File: config.mk
export PLATFORM = sky130hd
export DESIGN_NAME = demux_1_4_2bits_buf
export DESIGN_NICKNAME = d
export VERILOG_FILES = /design/src/rtl/demux_1_4_2bits_buf_pkg.sv /design/src/rtl/demux_1_4_2bits_buf_chan_fifo.sv /design/src/rtl/demux_1_4_2bits_buf.sv
export SDC_FILE = /design/constraint.sdc
export NUM_CORES = 1
export LEC_CHECK = 0
export BUFFER_PORTS_ARGS = -buffer_cell sky130_fd_sc_hd__buf_2
export CAP_MARGIN = 20
export CELL_PAD_IN_SITES_DETAIL_PLACEMENT = 0
export CELL_PAD_IN_SITES_GLOBAL_PLACEMENT = 1
export CORE_MARGIN = 2
export CORE_UTILIZATION = 47
export CTS_CLUSTER_DIAMETER = 40
export DETAILED_ROUTE_END_ITERATION = 10
export PLACE_DENSITY = 0.89
export SLEW_MARGIN = 20
export SYNTH_ARGS = -nofsm -noshare
export SYNTH_HDL_FRONTEND = slang
export SYNTH_HIERARCHICAL = 1
export SYNTH_SLANG_ARGS = --single-unit
File: constraint.sdc
create_clock -name CLK -period 5.2 [get_ports CLK]
set_input_delay 1.04 -clock CLK [delete_from_list [all_inputs] [get_ports CLK]]
set_output_delay 1.04 -clock CLK [all_outputs]
set_load 0.1 [all_outputs]
File: src/rtl/demux_1_4_2bits_buf_pkg.sv
// Shared constants for the 1-to-4 steering demultiplexer and its channel FIFOs.
package demux_pkg;

   localparam int DEFAULT_WIDTH = 2;
   localparam int NUM_CH        = 4;

   typedef enum logic [1:0] {
      CH_A = 2'b00,
      CH_B = 2'b01,
      CH_C = 2'b10,
      CH_D = 2'b11
   } ch_sel_e;

   // One-hot write enable for the channel addressed by sel.
   function automatic logic [NUM_CH-1:0] sel_onehot(input logic [1:0] sel);
      logic [NUM_CH-1:0] oh;
      oh      = '0;
      oh[sel] = 1'b1;
      return oh;
   endfunction

endpackage

File: src/rtl/demux_1_4_2bits_buf_chan_fifo.sv
// Single-clock FIFO for one output channel; occupancy counter kept apart from
// the wrapping read/write pointers so full and empty are unambiguous.
module chan_fifo #(
   parameter int WIDTH = 2,
   parameter int DEPTH = 2
) (
   input  logic             CLK,
   input  logic             RST,
   input  logic             push,
   input  logic [WIDTH-1:0] din,
   input  logic             pop,
   output logic [WIDTH-1:0] dout,
   output logic             full,
   output logic             empty
);

   localparam int             AW       = $clog2(DEPTH);
   localparam logic [AW:0]    FULL_CNT = (AW+1)'(DEPTH);

   logic [WIDTH-1:0] mem_q [DEPTH];
   logic [AW-1:0]    wr_ptr_q, wr_ptr_d;
   logic [AW-1:0]    rd_ptr_q, rd_ptr_d;
   logic [AW:0]      count_q,  count_d;
   logic             do_push,  do_pop;

   assign full    = (count_q == FULL_CNT);
   assign empty   = (count_q == '0);
   assign do_push = push & ~full;
   assign do_pop  = pop  & ~empty;
   assign dout    = mem_q[rd_ptr_q];

   always_comb begin
      // NOTE: every output of this block gets a default first, so no path leaves it unassigned and no latch is inferred.
      wr_ptr_d = wr_ptr_q;
      rd_ptr_d = rd_ptr_q;
      count_d  = count_q;
      if (do_push) wr_ptr_d = wr_ptr_q + 1'b1;
      if (do_pop)  rd_ptr_d = rd_ptr_q + 1'b1;
      case ({do_push, do_pop})
         2'b10:   count_d = count_q + 1'b1;
         2'b01:   count_d = count_q - 1'b1;
         default: count_d = count_q;
      endcase
   end

   // NOTE: state registers use non-blocking assignments so every flop samples the pre-edge values.
   always_ff @(posedge CLK or posedge RST) begin
      if (RST) begin
         wr_ptr_q <= '0;
         rd_ptr_q <= '0;
         count_q  <= '0;
      end else begin
         wr_ptr_q <= wr_ptr_d;
         rd_ptr_q <= rd_ptr_d;
         count_q  <= count_d;
      end
   end

   // NOTE: the storage array has no reset; emptiness is tracked by count_q and the top masks stale words.
   always_ff @(posedge CLK) begin
      if (do_push) mem_q[wr_ptr_q] <= din;
   end

endmodule

File: src/rtl/demux_1_4_2bits_buf.sv
// 1-to-4 steering demultiplexer: one valid/ready input stream routed by SEL
// into four independently back-pressured channel FIFOs.
module demux_1_4_2bits_buf
   import demux_pkg::*;
#(
   parameter int WIDTH = DEFAULT_WIDTH,
   parameter int DEPTH = 2
) (
   input  logic             CLK,
   input  logic             RST,
   input  logic [WIDTH-1:0] IN,
   input  logic [1:0]       SEL,
   input  logic             IN_VALID,
   output logic             IN_READY,
   output logic [WIDTH-1:0] OUT_A,
   output logic [WIDTH-1:0] OUT_B,
   output logic [WIDTH-1:0] OUT_C,
   output logic [WIDTH-1:0] OUT_D,
   output logic             VALID_A,
   output logic             VALID_B,
   output logic             VALID_C,
   output logic             VALID_D,
   input  logic             READY_A,
   input  logic             READY_B,
   input  logic             READY_C,
   input  logic             READY_D,
   output logic             BUSY
);

   logic [NUM_CH-1:0] full_w;
   logic [NUM_CH-1:0] empty_w;
   logic [NUM_CH-1:0] push_w;
   logic [NUM_CH-1:0] pop_w;
   logic [WIDTH-1:0]  dout_w [NUM_CH];
   logic [WIDTH-1:0]  out_w  [NUM_CH];

   // IN_READY depends only on SEL and registered occupancy, never on READY_x.
   assign IN_READY = ~full_w[SEL];
   assign push_w   = sel_onehot(SEL) & {NUM_CH{IN_VALID & IN_READY}};
   assign pop_w    = {READY_D, READY_C, READY_B, READY_A};

   for (genvar ch = 0; ch < NUM_CH; ch++) begin : g_chan
      chan_fifo #(
         .WIDTH (WIDTH),
         .DEPTH (DEPTH)
      ) u_fifo (
         .CLK   (CLK),
         .RST   (RST),
         .push  (push_w[ch]),
         .din   (IN),
         .pop   (pop_w[ch]),
         .dout  (dout_w[ch]),
         .full  (full_w[ch]),
         .empty (empty_w[ch])
      );
      assign out_w[ch] = empty_w[ch] ? '0 : dout_w[ch];
   end

   assign OUT_A   = out_w[CH_A];
   assign OUT_B   = out_w[CH_B];
   assign OUT_C   = out_w[CH_C];
   assign OUT_D   = out_w[CH_D];
   assign VALID_A = ~empty_w[CH_A];
   assign VALID_B = ~empty_w[CH_B];
   assign VALID_C = ~empty_w[CH_C];
   assign VALID_D = ~empty_w[CH_D];
   assign BUSY    = ~&empty_w;

endmodule

; Yosys cells after proc, flatten, opt, wreduce, memory -nomap -nowiden
; Memories as Yosys holds them, arrays and structs flattened.
; Cells that the tools add are included.
[op_classes]
add_sub_neg = 16
magnitude_cmp = 2
n_eq_ne = 12
muxes = 20
bitwise = 19
reduce_logical = 11
[op_table]
columns = cell, count
row1 = $eq A2 B2 Y1 const B, 8
row2 = $pmux W2 S2, 4
row3 = $mux W1, 10
row4 = $and A1 B1 Y1, 9
row5 = $not A1 Y1, 9
row6 = $add A1 B1 Y1 const B, 8
row7 = $add A2 B1 Y2 const B, 4
row8 = $eq A2 B1 Y1 const B, 4
row9 = $logic_not A2 Y1, 4
row10 = $mux W2, 4
row11 = $reduce_bool A2 Y1, 4
row12 = $sub A2 B1 Y2 const B, 4
row13 = $and A4 B4 Y4, 1
row14 = $reduce_and A4 Y1, 1
row15 = $lt A2 B3 Y1 const B, 1
row16 = $bmux W1 S2, 1
row17 = $demux W1 S2, 1
row18 = $ge A2 B1 Y1 const B, 1
row19 = $logic_and A1 B1 Y1, 1
row20 = $logic_not A1 Y1, 1
[word_totals]
register_bits = 16
mem_bits_rw = 16
in_bits = 11
output_inout_bits = 14
wordCells = 96
memories = 4
[mem_list]
columns = memory, words, width, rd, rd_ports_with_merged_regs, write_ports, line_no
row1 = g_chan[0].u_fifo.mem_q, 2, 2, 1, 0, 1, demux_1_4_2bits_buf_chan_fifo.sv:20  ; logic [WIDTH-1:0] mem_q [DEPTH];
row2 = g_chan[1].u_fifo.mem_q, 2, 2, 1, 0, 1, demux_1_4_2bits_buf_chan_fifo.sv:20
row3 = g_chan[2].u_fifo.mem_q, 2, 2, 1, 0, 1, demux_1_4_2bits_buf_chan_fifo.sv:20
row4 = g_chan[3].u_fifo.mem_q, 2, 2, 1, 0, 1, demux_1_4_2bits_buf_chan_fifo.sv:20

; Longest topological paths before layout
[depth]
ltp_word = 9
mapped_depth = 8
mapped_depth_nobuf = 8

; By module
; The synthesis kept the hierarchy.
[by_module_without_submodules]
columns = module, n_inst, cells_each, area_per_inst_um2, seq_area_each_um2
row1 = chan_fifo, 4, 25, 342.8, 220.2
row2 = demux_1_4_2bits_buf, 1, 20, 132.6, 0.0

; Least setup slack after synthesis
; No wires, ideal clock.
[synth_path]
kind = input to output
start = in SEL[0]
end = out IN_READY
t_arrival_ps = 2108
required_ps = 4160
setup_slack_ps = 2052
stages = 2
path_buffers = 0
path_cell_list = mux4_2 > inv_1
[synth_between]
elab_chain_cells = 3
[synth_rtl]
columns = element, line_no
row1 = "start, declared", demux_1_4_2bits_buf.sv:12  ; input logic [1:0] SEL,
row2 = $bmux W1 S2, demux_1_4_2bits_buf.sv:38  ; assign IN_READY = ~full_w[SEL];
row3 = $mux W1 (not written as such), demux_1_4_2bits_buf.sv:38
row4 = $not A1 Y1, demux_1_4_2bits_buf.sv:38
row5 = "end, declared", demux_1_4_2bits_buf.sv:14  ; output logic IN_READY,
; No other way between the ends. The select of a mux whose other input is x is not followed.

; Worst setup path after layout
; Same ends and word-level chain as after synthesis.

==> impl_metrics.json <==
{
  "vias": 917,
  "area.growth.synth_to_final_pct": 17.3,
  "chipWidth_um": 60.6,
  "antenna_cells": 0,
  "worst-r2r-setup-slack_ns": 3.34,
  "place_congestion": 0.775,
  "grt_remaining_overflow": 0,
  "initial_core_util": 0.493,
  "worstRegToRegCells": 7,
  "slew_violations": 0,
  "critical_path.startpoint_type": "input pin",
  "cts_setup_buffers": 0,
  "ys_ff_latch": 32,
  "grt_use_total": 0.165,
  "finalCritPeriodShare": 0.617,
  "synth_top_family_by_area": "simple AND/OR/NAND/NOR gates",
  "ctsLongestPathBuffers": 2,
  "worstReg2RegStart": "g_chan[1].u_fifo/count_q[0]$_DFFE_PP0P_",
  "fmaxAchievable_mhz": 312,
  "dpl.hpwl_um": 2130,
  "synth.area.mux_share": 0.0749,
  "min_delay_path_depth": 1,
  "tightest_slew_ns": 0.506,
  "cts.sinks": 32,
  "hold_wc_startpoint": "g_chan[1].u_fifo/wr_ptr_q$_DFFE_PP0N_",
  "cpMostUsedCell": "buf_2",
  "drt_pre_antenna_iters": 5,
  "synth.lib_cells_used.distinct": 19,
  "critical_path.n_buffers_inverters": 3,
  "adder_and_majority_gate_portion_of_the_synthesized_area": 0.0333,
  "seq_area_frac_synth": 0.586,
  "final.setup.tns_ns": 0,
  "timing_worst_setup_path_type": "in -> out",
  "buffer_ports.inserted": 24,
  "synth_nets": 135,
  "worstSkewPairLatency_ns": 0.32,
  "cells_after_synthesis": 120,
  "worst_hold_path.endpoint": "g_chan[1].u_fifo/wr_ptr_q$_DFFE_PP0N_",
  "worst_setup_hold_path_clk_slew_ns": 0.08,
  "worstPathArrival_ns": 2.17,
  "max_slew_headroom": 0.661,
  "path_max_fanout": 5,
  "grt_start_max_net_pins": 11,
  "cts_tree": "yes",
  "run_status": "complete, no violations",
  "crit_family": "buffers and inverters",
  "ant_nets": 0,
  "cp_data_required_time_ns": 4.16,
  "cts_hold_buffers": 0,
  "timing.rr.end": "g_chan[1].u_fifo/count_q[1]$_DFFE_PP0P_",
  "worst_setup_path_end_kind": "output pin",
  "cap_viol_max_count": 0,
  "timing.critical_path.slowest_cell_delay_ns": 0.52,
  "finalHoldViolCount": 0,
  "cts-buffers-inserted": 5,
  "detailedRoute.firstIterationViolations": 20,
  "count_of_cells_resized_by_post_cts_repair": 0,
  "global_route_wire_length_before_repair_um": 4080,
  "synth_compound_area_frac": 0,
  "rsz0062_at_grt": "false",
  "final_nets": 166,
  "setup-violations-final": 0,
  "yosys.area_share.xor_xnor": 0.116,
  "layout_min_cycle_time_ns": 3.21,
  "crit_chain": "buf_2 -> mux4_2 -> inv_1 -> buf_2",
  "hold_path_class": "reg -> reg",
  "yosys_warnings": 6,
  "dieArea_um2": 3670,
  "antenna_violations_before_repair": 0,
  "cts_root_buf": "clkbuf_4",
  "synth_simple_gate_area_share": 0.157,
  "wl_um": 2590,
  "route.detailed.wl_per_inst_um": 13.2,
  "critical_path.slowest_cell": "mux4_2",
  "synthesis.area_per_instance_um2": 12.5,
  "rows": 20,
  "first_global_vias": 948,
  "die_h_um": 60.6,
  "route.detailed.vias_per_inst": 4.68,
  "core_um2": 3050,
  "finalClockSkew_ns": 0.0120,
  "clock_tree.htree_level_count": 2,
  "post_synth_instance_area_um2": 1500,
  "ioPinCount": 25,
  "remaining_drc_errors": 0,
  "drive_above_1_share": 0.289
}
==> metrics by stage <==
step / instance area (um2) / util / hold WS [ns] / setup slack (ns) / cells
after global placement: 1680 / 0.550 / 0.476 / 2.01 / 188
after CTS: 1760 / 0.578 / 0.496 / 1.98 / 196
after detailed placement: 1680 / 0.550 / 0.482 / 1.98 / 188
final: 1760 / 0.578 / 0.499 / 1.99 / 196
after global routing: 1760 / 0.578 / 0.509 / 1.95 / 196
after floorplan: 1500 / - / 0.461 / 2.05 / 120
==> cell families (layout without fill, tap and decap cells) <==
logic type	count (synthesis)	count (layout)
fa+ha+maj	4	4
xor+xnor	20	20
mux	9	9
buf+inv	13	45
simple gates	42	42
flops	32	32
==> per-layer routing <==
layer,vias to the layer above,global-route usage,routed length (um)
met4,0,0.0839,38
met5,-,0,0
li1,458,-,-
met3,4,0.0448,91
met1,436,0.178,1070
met2,19,0.296,1390
==> worst reg2reg max path, cell delays in order (launching register included) <==
cell      delay [ns]
dfrtp_1         0.41
nand2b_1        0.17
inv_1           0.06
nor4bb_1        0.32
nand2_1         0.18
ha_1            0.34
nor2_1          0.15
xor2_1          0.16
==> state kept, by name (all words and copies together) (netlist names) <==
signal                  cells
g_chan.u_fifo/mem_q        16
g_chan.u_fifo/wr_ptr_q      4
g_chan.u_fifo/count_q       8
g_chan.u_fifo/rd_ptr_q      4
==> cells in the final DEF (no fill, tap or decap), drive strengths merged, types with 6 or more instances in the layout <==
cell and instances:
inv 13, xnor2 12, mux2 8, edfxtp 16, nor2b 12, buf 24
nor2 12, clkbuf 6, dfrtp 16, xor2 8
==> synthesized netlist by cell type, drive strengths merged <==
library cell,n,area (um2)
nor3b,1,7.51
edfxtp,16,480
nor4bb,1,10.0
nor2b,12,85.1
mux2,8,90.1
nor2,12,45.0
dfrtp,16,400
ha,4,50.1
mux4,1,22.5
nand2,5,18.8
inv,13,48.8
nor4b,1,8.76
and3,4,25.0
nor3,1,5.00
xnor2,12,105
nand2b,4,25.0
xor2,8,70.1
nand4,1,6.26
==> layout make-up <==
cell class	instances	area, um2
multi-input combinational	75	574
sequential	32	881
fill	273	1290
timing repair buffer	24	120
inverter	13	48.8
tap	44	55.1
clock inverter	2	33.8
clock buffer	6	51.3
==> worst max-delay path by stage <==
stage | startpoint | end | slack [ns] | depth (start not counted)
3_3_place_gp | SEL[0] | IN_READY | 2.01 | 4
2_1_floorplan | SEL[0] | IN_READY | 2.05 | 2
3_5_place_dp | SEL[0] | IN_READY | 1.98 | 4
6_report | SEL[0] | IN_READY | 1.99 | 4
4_1_cts | SEL[0] | IN_READY | 1.98 | 4
5_1_grt | SEL[0] | IN_READY | 1.95 | 4
Power is not shown: default switching activity piles up to over one toggle a cycle in this logic, so the estimate is an artifact.
